**config.mk**
```make
export PLATFORM = sky130hd
export DESIGN_NAME = sfp_com_mc_csr
export DESIGN_NICKNAME = d
export VERILOG_FILES = /design/src/rtl/sfp_csr_pkg.sv /design/src/rtl/sfp_csr_chan.sv /design/src/rtl/sfp_com_mc_csr.sv
export SDC_FILE = /design/constraint.sdc
export NUM_CORES = 1
export LEC_CHECK = 0
export CAP_MARGIN = 10
export CORE_MARGIN = 2
export CORE_UTILIZATION = 50
export DETAILED_ROUTE_END_ITERATION = 7
export HOLD_SLACK_MARGIN = 0.12
export PLACE_DENSITY = 0.8
export SLEW_MARGIN = 20
export SYNTH_ARGS = -nofsm -noshare
export SYNTH_HDL_FRONTEND = slang
export SYNTH_SLANG_ARGS = --single-unit
```
**constraint.sdc**
```tcl
create_clock -name clk -period 24.3 [get_ports clk]
set_input_delay 4.86 -clock clk [delete_from_list [all_inputs] [get_ports clk]]
set_output_delay 4.86 -clock clk [all_outputs]
set_load 0.01 [all_outputs]
```
**src/rtl/sfp_csr_pkg.sv**
```systemverilog
// Shared definitions for the multi-channel SFP CSR block.
// Register offsets, status word layout and event bit indices.
package sfp_csr_pkg;

  localparam int CH_STRIDE = 'h40;
  localparam int NUM_EV    = 7;
  localparam int CFG_A0_RST_BIT = 5;

  localparam logic [63:0] VERSION = 64'h0000_0000_0003_0000;

  localparam logic [5:0] OFF_VERSION = 6'h00;
  localparam logic [5:0] OFF_SCRATCH = 6'h08;
  localparam logic [5:0] OFF_INIT    = 6'h10;
  localparam logic [5:0] OFF_PEND    = 6'h18;

  localparam logic [5:0] OFF_CFG    = 6'h00;
  localparam logic [5:0] OFF_STAT   = 6'h08;
  localparam logic [5:0] OFF_STICKY = 6'h10;
  localparam logic [5:0] OFF_MASK   = 6'h18;
  localparam logic [5:0] OFF_DELAY  = 6'h20;

  // mod_det is bit 0, src_rdy bit 12
  typedef struct packed {
    logic [2:0] pad;
    logic       src_rdy;
    logic       snk_rdy;
    logic       a2_err;
    logic       a0_err;
    logic       a2_done;
    logic       a2_busy;
    logic       a0_done;
    logic       a0_busy;
    logic       a0_rdy;
    logic       rxlos;
    logic       txfault;
    logic       int_i2c;
    logic       mod_det;
  } ch_status_t;

  typedef enum logic [2:0] {
    EV_MOD_DET = 3'd0,
    EV_TXFAULT = 3'd1,
    EV_RXLOS   = 3'd2,
    EV_A0_DONE = 3'd3,
    EV_A2_DONE = 3'd4,
    EV_A0_ERR  = 3'd5,
    EV_A2_ERR  = 3'd6
  } ev_idx_e;

  function automatic logic [63:0] be_mask(input logic [7:0] be);
    logic [63:0] m;
    m = '0;
    for (int i = 0; i < 8; i++) m[i*8 +: 8] = {8{be[i]}};
    return m;
  endfunction

endpackage

```
**src/rtl/sfp_csr_chan.sv**
```systemverilog
// One SFP channel register bank: config, mask, delay and sticky events.
// Edge detection on live status feeds the W1C sticky bits.
module sfp_csr_chan
  import sfp_csr_pkg::*;
#(
  parameter logic [31:0] DELAY_RST = 32'h0BFF
) (
  input  logic              clk,
  input  logic              reset,
  input  logic              wr_cfg_i,
  input  logic              wr_stk_i,
  input  logic              wr_msk_i,
  input  logic              wr_dly_i,
  input  logic [31:0]       wdata_i,
  input  logic [3:0]        be_i,
  input  logic [NUM_EV-1:0] ev_i,
  input  logic              rst_a0_cfg_i,
  output logic [7:0]        cfg_o,
  output logic [6:0]        msk_o,
  output logic [6:0]        stk_o,
  output logic [31:0]       dly_o,
  output logic              pend_o
);

  logic [7:0]        cfg_q, cfg_d;
  logic [6:0]        msk_q, msk_d;
  logic [6:0]        stk_q, stk_d;
  logic [31:0]       dly_q, dly_d;
  logic [NUM_EV-1:0] ev_q;
  logic              rst_q;
  logic [31:0]       m;
  logic [NUM_EV-1:0] ev_set;

  always_comb begin
    m = '0;
    for (int i = 0; i < 4; i++) m[i*8 +: 8] = {8{be_i[i]}};
  end

  // mod_det reports both insertion and removal
  assign ev_set = {ev_i[NUM_EV-1:1] & ~ev_q[NUM_EV-1:1],
                   ev_i[0] ^ ev_q[0]};

  always_comb begin
    cfg_d = cfg_q;
    msk_d = msk_q;
    dly_d = dly_q;
    stk_d = stk_q;
    if (wr_cfg_i)
      cfg_d = (cfg_q & ~m[7:0]) | (wdata_i[7:0] & m[7:0]);
    if (rst_a0_cfg_i && !rst_q)
      cfg_d[CFG_A0_RST_BIT] = 1'b0;
    if (wr_msk_i)
      msk_d = (msk_q & ~m[6:0]) | (wdata_i[6:0] & m[6:0]);
    if (wr_dly_i)
      dly_d = (dly_q & ~m) | (wdata_i & m);
    if (wr_stk_i)
      stk_d = stk_q & ~(wdata_i[6:0] & m[6:0]);
    stk_d = stk_d | ev_set;
  end

  always_ff @(posedge clk or posedge reset) begin
    if (reset) begin
      cfg_q <= '0;
      msk_q <= '0;
      stk_q <= '0;
      dly_q <= DELAY_RST;
      ev_q  <= '0;
      rst_q <= 1'b0;
    end else begin
      cfg_q <= cfg_d;
      msk_q <= msk_d;
      stk_q <= stk_d;
      dly_q <= dly_d;
      ev_q  <= ev_i;
      rst_q <= rst_a0_cfg_i;
    end
  end

  assign cfg_o  = cfg_q;
  assign msk_o  = msk_q;
  assign stk_o  = stk_q;
  assign dly_o  = dly_q;
  assign pend_o = |(stk_q & msk_q);

endmodule

```
**src/rtl/sfp_com_mc_csr.sv**
```systemverilog
// Multi-channel SFP CSR block: global regs, per-channel banks,
// address decode, registered read path and aggregated interrupt.
module sfp_com_mc_csr
  import sfp_csr_pkg::*;
#(
  parameter int          NUM_CH             = 4,
  parameter int          ADDR_WIDTH         = 10,
  parameter int          DATA_WIDTH         = 64,
  parameter int          ADDR_WIDTH_SFP_REG = 8,
  parameter logic [31:0] DELAY_RST          = 32'h0BFF
) (
  input  logic                   clk,
  input  logic                   reset,
  input  logic [ADDR_WIDTH-1:0]  address,
  input  logic                   read,
  input  logic                   write,
  input  logic [DATA_WIDTH-1:0]  writedata,
  input  logic [7:0]             byteenable,
  output logic [DATA_WIDTH-1:0]  readdata,
  output logic                   readdatavalid,
  input  logic                   init_done,
  input  logic [NUM_CH*16-1:0]   ch_status_i,
  input  logic [NUM_CH-1:0]      ch_rst_a0_cfg_i,
  input  logic [NUM_CH*ADDR_WIDTH_SFP_REG-1:0] ch_curr_rd_addr_i,
  input  logic [NUM_CH*8-1:0]    ch_curr_rd_page_i,
  input  logic [NUM_CH*4-1:0]    ch_curr_fsm_i,
  output logic [NUM_CH*8-1:0]    ch_config_o,
  output logic [NUM_CH*32-1:0]   ch_delay_o,
  output logic                   irq
);

  localparam int BW  = ADDR_WIDTH - 6;
  localparam int ASR = ADDR_WIDTH_SFP_REG;

  logic [BW-1:0] blk;
  logic [5:0]    off;
  logic          glb;

  assign blk = address[ADDR_WIDTH-1:6];
  assign off = address[5:0];
  assign glb = (blk == '0);

  logic [7:0]  cfg   [NUM_CH];
  logic [6:0]  msk   [NUM_CH];
  logic [6:0]  stk   [NUM_CH];
  logic [31:0] dly   [NUM_CH];
  logic [63:0] stat_w[NUM_CH];
  logic [NUM_CH-1:0] pend;

  for (genvar g = 0; g < NUM_CH; g++) begin : g_ch
    logic              hit;
    ch_status_t        st;
    logic [NUM_EV-1:0] ev;

    assign hit = write && (blk == BW'(g + 1));
    assign st  = ch_status_i[g*16 +: 16];

    always_comb begin
      ev = '0;
      ev[EV_MOD_DET] = st.mod_det;
      ev[EV_TXFAULT] = st.txfault;
      ev[EV_RXLOS]   = st.rxlos;
      ev[EV_A0_DONE] = st.a0_done;
      ev[EV_A2_DONE] = st.a2_done;
      ev[EV_A0_ERR]  = st.a0_err;
      ev[EV_A2_ERR]  = st.a2_err;
    end

    sfp_csr_chan #(
      .DELAY_RST (DELAY_RST)
    ) u_chan (
      .clk          (clk),
      .reset        (reset),
      .wr_cfg_i     (hit && (off == OFF_CFG)),
      .wr_stk_i     (hit && (off == OFF_STICKY)),
      .wr_msk_i     (hit && (off == OFF_MASK)),
      .wr_dly_i     (hit && (off == OFF_DELAY)),
      .wdata_i      (writedata[31:0]),
      .be_i         (byteenable[3:0]),
      .ev_i         (ev),
      .rst_a0_cfg_i (ch_rst_a0_cfg_i[g]),
      .cfg_o        (cfg[g]),
      .msk_o        (msk[g]),
      .stk_o        (stk[g]),
      .dly_o        (dly[g]),
      .pend_o       (pend[g])
    );

    assign stat_w[g] = 64'({ch_curr_fsm_i[g*4 +: 4],
                            ch_curr_rd_page_i[g*8 +: 8],
                            ch_curr_rd_addr_i[g*ASR +: ASR],
                            st});

    assign ch_config_o[g*8 +: 8]  = cfg[g];
    assign ch_delay_o[g*32 +: 32] = dly[g];
  end

  logic [63:0] scratch_q, scratch_d;
  logic [63:0] rdata_q, rdata_d;
  logic        rvalid_q;
  logic        irq_q;
  logic [63:0] bm;

  assign bm = be_mask(byteenable);

  always_comb begin
    scratch_d = scratch_q;
    if (write && glb && (off == OFF_SCRATCH))
      scratch_d = (scratch_q & ~bm) | (64'(writedata) & bm);
  end

  // Decode uses current register contents, so a same-cycle write is not seen
  always_comb begin
    rdata_d = '0;
    if (glb) begin
      case (off)
        OFF_VERSION: rdata_d = VERSION;
        OFF_SCRATCH: rdata_d = scratch_q;
        OFF_INIT:    rdata_d = 64'(init_done);
        OFF_PEND:    rdata_d = 64'(pend);
        default:     rdata_d = '0;
      endcase
    end
    for (int i = 0; i < NUM_CH; i++) begin
      if (blk == BW'(i + 1)) begin
        case (off)
          OFF_CFG:    rdata_d = 64'(cfg[i]);
          OFF_STAT:   rdata_d = stat_w[i];
          OFF_STICKY: rdata_d = 64'(stk[i]);
          OFF_MASK:   rdata_d = 64'(msk[i]);
          OFF_DELAY:  rdata_d = 64'(dly[i]);
          default:    rdata_d = '0;
        endcase
      end
    end
  end

  always_ff @(posedge clk or posedge reset) begin
    if (reset) begin
      scratch_q <= '0;
      rdata_q   <= '0;
      rvalid_q  <= 1'b0;
      irq_q     <= 1'b0;
    end else begin
      scratch_q <= scratch_d;
      rvalid_q  <= read;
      irq_q     <= |pend;
      if (read) rdata_q <= rdata_d;
    end
  end

  assign readdata      = DATA_WIDTH'(rdata_q);
  assign readdatavalid = rvalid_q;
  assign irq           = irq_q;

endmodule

```
==> summary.md, run 1 <==
| Metric | Value |
|---|---|
| Unrepaired setup endpoints after global routing | no |
| Cells after Synth | between 1000 and 1500 |
| Min Clock Period, post-route | 7.63 ns |
| Die X | 188 um |
| Clk pin slew, worst setup/hold paths | 0.06 ns |
| Crit-path max FO | 17 |
| Row count | 67 |
| Final setup fails | 0 |
| Worst reg2reg path depth | 6 |
| CTS Buffer Depth | 3 |
| Worst min-delay path category | flop to flop |
| Total track usage | between 30% and 40% |
| Slew Limit Fails | 0 |
| Share of cells above drive strength 1 | between 20% and 30% |
| Flops & latches, synth | 378 |
| Buffers added on ports | 460 |
| Placed instance area | ~22000 sq um |
| Hold_buf cts | 0 |
| Post-DP HPWL | 44900 um |
| H-Tree Depth | 2 |
| Final Hold Fails | 0 |
| Outcome | complete, no violations |
| DRT Pass-1 Iters | 6 |
| Die Span Y | 188 um |
| Skew final | 0.0219 ns |
| Routed vias | 14501 |
| Mean post-synth cell area | between 10 and 15 sq um |
| Syn Nets | roughly 1600 |
| Fraction of registers with async set/reset | 100% |
| Post-CTS Resized | 0 |
| Die area | 35300 sq um |
| Reg power frac | 46.2% |
| R2r setup slk | 22.37 ns |
| Logic pwr share | 7.7% |
| Sum of negative setup slack | 0 ns |
| Clock latency on the worst-skew pair | 0.54 ns |
| Static Leakage | 0.00970 uW |
| Remaining antenna violation count after routing | 0 |
| Largest net degree at the start of global routing | ~180 |
| Synth unique cells | 51 |
| Initial Util | 50.6% |
| Ports | 461 |
| Vias per Instance | about 6.3 |
| Root buf cell | clkbuf_16 |
| Crit Reg-Reg Endpoint | readdata[0] |
| Slew headroom | 26.5% |
| Vias in the first global route | 15016 |
| Sequential share of the synthesized area | 56.3% |
| Final period utilization | 31.4% |
| Post-Syn Area | 16900 sq um |
| CP startpoint kind | input pin |
| Critical path arrival | ~8 ns |
| CTS tree | yes |
| Reg2reg start | g_ch[0].u_chan.stk_o[5] |
| Total number of yosys warnings | 0 |
| DR iter-0 viols | 1622 |
| Layout Nets | 2064 |
| Area growth, synth to finish | 37.3% |
| Max frequency | 131 MHz |
| Ys flop type | dfrtp_1 |
| Critical path capture point type | flop |
| Sw power | about 330 uW |
| Drt wl/cell | 27.1 um |
| Worst Setup EP | readdata[7] |
| GPL Wtd Cong | 0.999 |
| Maximum VDD drop | 0.0000489 V |
| Core Region | 33400 sq um |
| Switching Fraction | a little under a quarter |
| Clock buffer count from CTS | 40 |
| CP Class | input pin to flop |
| First-pass GRT wire length | 94000 um |
| Post-CTS Setup Bufs | 0 |
| Worst Tran Pin Value | around 1.1 ns |
| Power density cells | 60.3 nW/um^2 |
| Initial antenna violation count | 8 |
| Clock network fraction of total power | 46.1% |
| Max Cap Viol | 0 |
| Finished Cell Area | 23200 sq um |
| Post-synth EDFFs | 0 |
| Critical path required time | 24.75 ns |
| CTS sink count | ~380 |
| DRT Wirelength | ~63000 um |
| Critical Path Start | address[9] |
| Int Pwr | approximately 1100 uW |
| DRC viols | 0 |
| Grt ovf | 0 |
-- power groups by stage --
| stage | sequential (uW) | combinational (uW) | clock (uW) |
|---|---|---|---|
| after floorplan | 659 | 31.1 | 0 |
| after global placement | 658 | 106 | 0 |
| after detailed placement | 658 | 107 | 0 |
| after CTS | 647 | 107 | 649 |
| after global routing | 648 | 115 | 676 |
| final | 647 | 108 | 645 |
-- cells in the final DEF (no fill, tap or decap), types with 5 or more instances in the layout --
| master | instances |
|---|---|
| a21oi_1 | 45 |
| a221oi_1 | 30 |
| a222oi_1 | 22 |
| a22o_1 | 17 |
| a22oi_1 | 110 |
| a31oi_1 | 37 |
| and3_1 | 6 |
| buf_4 | 15 |
| clkbuf_16 | 42 |
| clkbuf_8 | 6 |
| clkdlybuf4s50_1 | 459 |
| clkinv_2 | 10 |
| clkinvlp_4 | 6 |
| dfrtp_1 | 334 |
| dfstp_2 | 44 |
| diode_2 | 6 |
| inv_1 | 62 |
| mux2_1 | 7 |
| mux2_2 | 233 |
| mux2_4 | 8 |
| nand2_1 | 71 |
| nand2_2 | 5 |
| nand3_1 | 40 |
| nand3_2 | 5 |
| nor2_1 | 57 |
| nor2_2 | 5 |
| nor2b_1 | 5 |
| nor3_1 | 7 |
| o21ai_0 | 87 |
| o22ai_1 | 26 |
-- layout make-up --
| cell class | instances | area [sq um] |
|---|---|---|
| Inverter | 63 | 244 |
| Tap cell | 448 | 561 |
| Sequential cell | 378 | 9510 |
| Multi-Input combinational cell | 869 | 6720 |
| Fill cell | 2368 | 10200 |
| Timing Repair Buffer | 477 | 4770 |
| Antenna cell | 6 | 15.0 |
| Clock inverter | 25 | 267 |
| Clock buffer | 49 | 1140 |
-- worst max-delay path: stages --
cell and delay [ns]:
clkdlybuf4s50_1 0.52, nor2_1 0.62, nand4_1 1.03, buf_4 0.56, o22ai_1 0.18, a2111oi_0 0.10
a21oi_1 0.21
-- kinds of logic (layout without fill, tap and decap cells) --
| logic type | after synthesis | after routing | share of synthesized area (%) |
|---|---|---|---|
| AO/OA/AOI/OAI | 389 | 389 | 15.6 |
| flip-flops | 378 | 378 | 56.3 |
| AND/OR/NAND/NOR | 227 | 227 | 7.06 |
| other | 0 | 6 | 0 |
| buffers and inverters | 152 | 614 | 4.09 |
| multiplexers | 249 | 249 | 16.7 |
| XOR/XNOR | 4 | 4 | 0.207 |
-- cell usage after synthesis, types with 5 or more instances --
cell type | instances | area, sq um
dfrtp_1 | 334 | 8360
mux2_2 | 233 | 2620
a22oi_1 | 110 | 826
o21ai_0 | 87 | 435
nand2_1 | 71 | 267
inv_1 | 63 | 236
nor2_1 | 58 | 218
a21oi_1 | 45 | 225
dfstp_2 | 44 | 1160
clkbuf_1 | 40 | 150
nand3_1 | 40 | 200
a31oi_1 | 37 | 231
buf_2 | 34 | 170
a221oi_1 | 30 | 263
o22ai_1 | 26 | 163
a222oi_1 | 22 | 220
a22o_1 | 17 | 149
buf_4 | 10 | 75.1
mux2_4 | 8 | 120
and3_1 | 7 | 43.8
mux2_1 | 7 | 78.8
nor3_1 | 7 | 35.0
and2_1 | 5 | 31.3
nand2_2 | 5 | 31.3
nand3_2 | 5 | 50.1
nor2_2 | 5 | 31.3
nor2b_1 | 5 | 31.3
-- routing by layer --
metal	GRT usage [%]	wire length, um	vias to the layer above
li1	-	-	6068
met1	45.3	24200	7296
met2	54.8	29100	927
met3	9.26	6050	206
met4	17.2	3340	4
met5	0	27	-
-- metrics by stage --
step                power, uW  cells  setup WS (ns)  hold slack [ns]  util [%]
finish                   1400   2315          16.67            0.414      69.4
global route             1440   2313          16.49            0.433      69.4
CTS                      1400   2308          16.76            0.416      69.3
detailed placement        765   2234          16.22            0.406      65.1
global placement          763   2233          16.05            0.403      65.1
floorplan                 690   1399           9.01            0.400         -
-- worst min-delay path by stage --
| stage | to | slack, ns | from | cells past startpoint |
|---|---|---|---|---|
| 6_report | g_ch[3].u_chan.stk_o[2] | 0.41 | g_ch[3].u_chan.ev_q[2] | 1 |
| 4_1_cts | g_ch[3].u_chan.stk_o[2] | 0.42 | g_ch[3].u_chan.ev_q[2] | 1 |
| 3_3_place_gp | g_ch[2].u_chan.stk_o[4] | 0.40 | g_ch[2].u_chan.ev_q[4] | 1 |
| 5_1_grt | g_ch[0].u_chan.stk_o[4] | 0.43 | g_ch[0].u_chan.ev_q[4] | 1 |
| 2_1_floorplan | g_ch[0].u_chan.stk_o[1] | 0.40 | g_ch[0].u_chan.ev_q[1] | 1 |
| 3_5_place_dp | g_ch[3].u_chan.stk_o[6] | 0.41 | g_ch[3].u_chan.ev_q[6] | 1 |
Power figures use the tool's default switching activity.
==> inputs of run 2 (changes only) <==
CORE_UTILIZATION = 49   (was 50)
PLACE_DENSITY = 0.79   (was 0.8)
clock period = 7.1 ns   (was 24.3 ns; I/O delays follow)
==> summary.md, run 2 (synthesis results as in run 1) <==
| Metric | Value |
|---|---|
| Tot Pwr | between 4000 and 5000 uW |
| Critical path capture point type | flop |
| Final period utilization | 59.8% |
| Most common cell after layout, fill and taps aside | clkdlybuf4s50_1 |
| M3 GR Usage | 8.45% |
| CP Class | input pin to flop |
| Maximum VDD drop | 0.000158 V |
| Row count | 68 |
| Die X | 190 um |
| Total track usage | 33.0% |
| Switching Fraction | 23.2% |
| Clk pin slew, worst setup/hold paths | roughly 0.06 ns |
| Logic pwr share | 7.8% |
| Root buf cell | clkbuf_16 |
| Layout Nets | between 2000 and 2500 |
| Slew headroom | 23.8% |
| Drt wl/cell | 26.0 um |
| Finished Layout Cells | 2322 |
| Power density cells | 202 nW/um^2 |
| Clock buffer count from CTS | 41 |
| CTS Buffer Depth | 3 |
| Worst Tran Pin Value | 1.14 ns |
| H-Tree Depth | 2 |
| Skew final | roughly 0.011 ns |
| Fill cells | approximately 2500 |
| Sw power | 1090 uW |
| Initial Util | a little under 50% |
| Clock network fraction of total power | roughly 45% |
| Die area | 36000 sq um |
| Placed insts | 2242 |
| Commonest non-fill, non-tap cells in the layout | clkdlybuf4s50_1, dfrtp_1, mux2_2 |
| Core Region | 34300 sq um |
| DR iter-0 viols | 1386 |
| Grt ovf | 0 |
| Remaining antenna violation count after routing | 0 |
| Grt peak-use layer | met2 |
| GPL Wtd Cong | 0.970 |
| Vias per Instance | 6.14 |
| Max frequency | 236 MHz |
| Routed vias | 14266 |
| Outcome | complete, no violations |
| Ports | 461 |
| Post-CTS Setup Bufs | 0 |
| CP startpoint kind | input pin |
| Final setup fails | 0 |
| Vias in the first global route | 14722 |
| CTS sink count | 378 |
| Min Clock Period, post-route | 4.24 ns |
| Largest net degree at the start of global routing | 205 |
| Die Span Y | 190 um |
| Hold_buf cts | 0 |
| Crit-path max FO | 40 |
| Critical path required time | 7.52 ns |
| Reg power frac | roughly 47% |
| Buffers added on ports | 460 |
| CTS tree | yes |
| Sum of negative setup slack | 0 ns |
| Final Hold Fails | 0 |
| First-pass GRT wire length | 89800 um |
| DRT Pass-1 Iters | 6 |
| Clock latency on the worst-skew pair | around 0.54 ns |
| GR Layer Usage met2 | 52.2% |
| DRC viols | 0 |
| Worst min-delay path category | flop to flop |
| Area growth, synth to finish | 36.9% |
| Initial antenna violation count | 5 |
| Slew Limit Fails | 0 |
| Post-DP HPWL | 42600 um |
| Unrepaired setup endpoints after global routing | no |
| Static Leakage | 0.00967 uW |
| Post-CTS Resized | 0 |
| Int Pwr | 3600 uW |
| Critical path arrival | between 4 and 5 ns |
| DRT Wirelength | approximately 60000 um |
| Met1 usage | 43.1% |
| Max Cap Viol | 0 |
| Share of cells above drive strength 1 | 21.5% |
[run 2: cell types whose count changed in the layout (fill, tap and decap cells not counted), sizes merged]
cell,previous run,this run
bufinv,4,1
clkinv,14,6
diode,6,4
clkbuf,49,62
inv,64,66
clkinvlp,6,3
buf,18,19
[run 2: final cells by class]
type	instances	area (sq um)	share of cell area (%)
antenna	4	10.0	0.0432
tap	455	569	2.46
inverter	63	240	1.04
timing repair buffer	478	4780	20.6
clock inverter	13	125	0.540
multi-input combinational	869	6720	29.0
sequential	378	9510	41.1
clock buffer	62	1200	5.20
[run 2: path summary, 6_finish.rpt]
| check | from | end | slack (ns) | cells past startpoint |
|---|---|---|---|---|
| hold reg to reg | g_ch[1].u_chan.ev_q[5] | g_ch[1].u_chan.stk_o[5] | 0.42 | 1 |
| setup / recovery | address[7] | flop | 2.86 | 6 |
| hold / removal | g_ch[1].u_chan.ev_q[5] | g_ch[1].u_chan.stk_o[5] | 0.42 | 1 |
| setup reg to reg | g_ch[0].u_chan.stk_o[6] | readdata[0] | 4.97 | 6 |
| max in group asynchronous | reset | async pin | 4.41 | 4 |
| min in group asynchronous | reset | async pin | 1.27 | 2 |
[run 2: metrics by stage]
step | cell area (sq um) | setup WS (ns) | util (%) | hold slack [ns]
2_1_floorplan | 16900 | 0.638 | - | 0.400
3_3_place_gp | 21800 | 2.46 | 63.6 | 0.403
3_5_place_dp | 21800 | 2.35 | 63.6 | 0.407
4_1_cts | 23100 | 2.90 | 67.4 | 0.415
5_1_grt | 23200 | 2.75 | 67.5 | 0.423
6_report | 23200 | 2.86 | 67.6 | 0.418
[run 2: power by group through the flow]
stage	logic, uW	registers (uW)	clock network (uW)
2_1_floorplan	107	2260	0
3_3_place_gp	358	2250	0
3_5_place_dp	362	2250	0
4_1_cts	364	2210	2130
5_1_grt	390	2210	2230
6_report	365	2210	2110
[run 2: worst max-delay path, cell delays in order]
cell,delay (ns)
clkdlybuf4s50_1,0.62
nor4_4,0.55
and3_2,1.03
buf_4,0.43
nand3_2,0.24
mux2_2,0.36
[run 2: metal layers]
layer / vias to the layer above / routed length [um]
met5: - / 13
met4: 2 / 2690
met3: 179 / 5690
met2: 846 / 28000
met1: 7161 / 24000
li1: 6078 / -
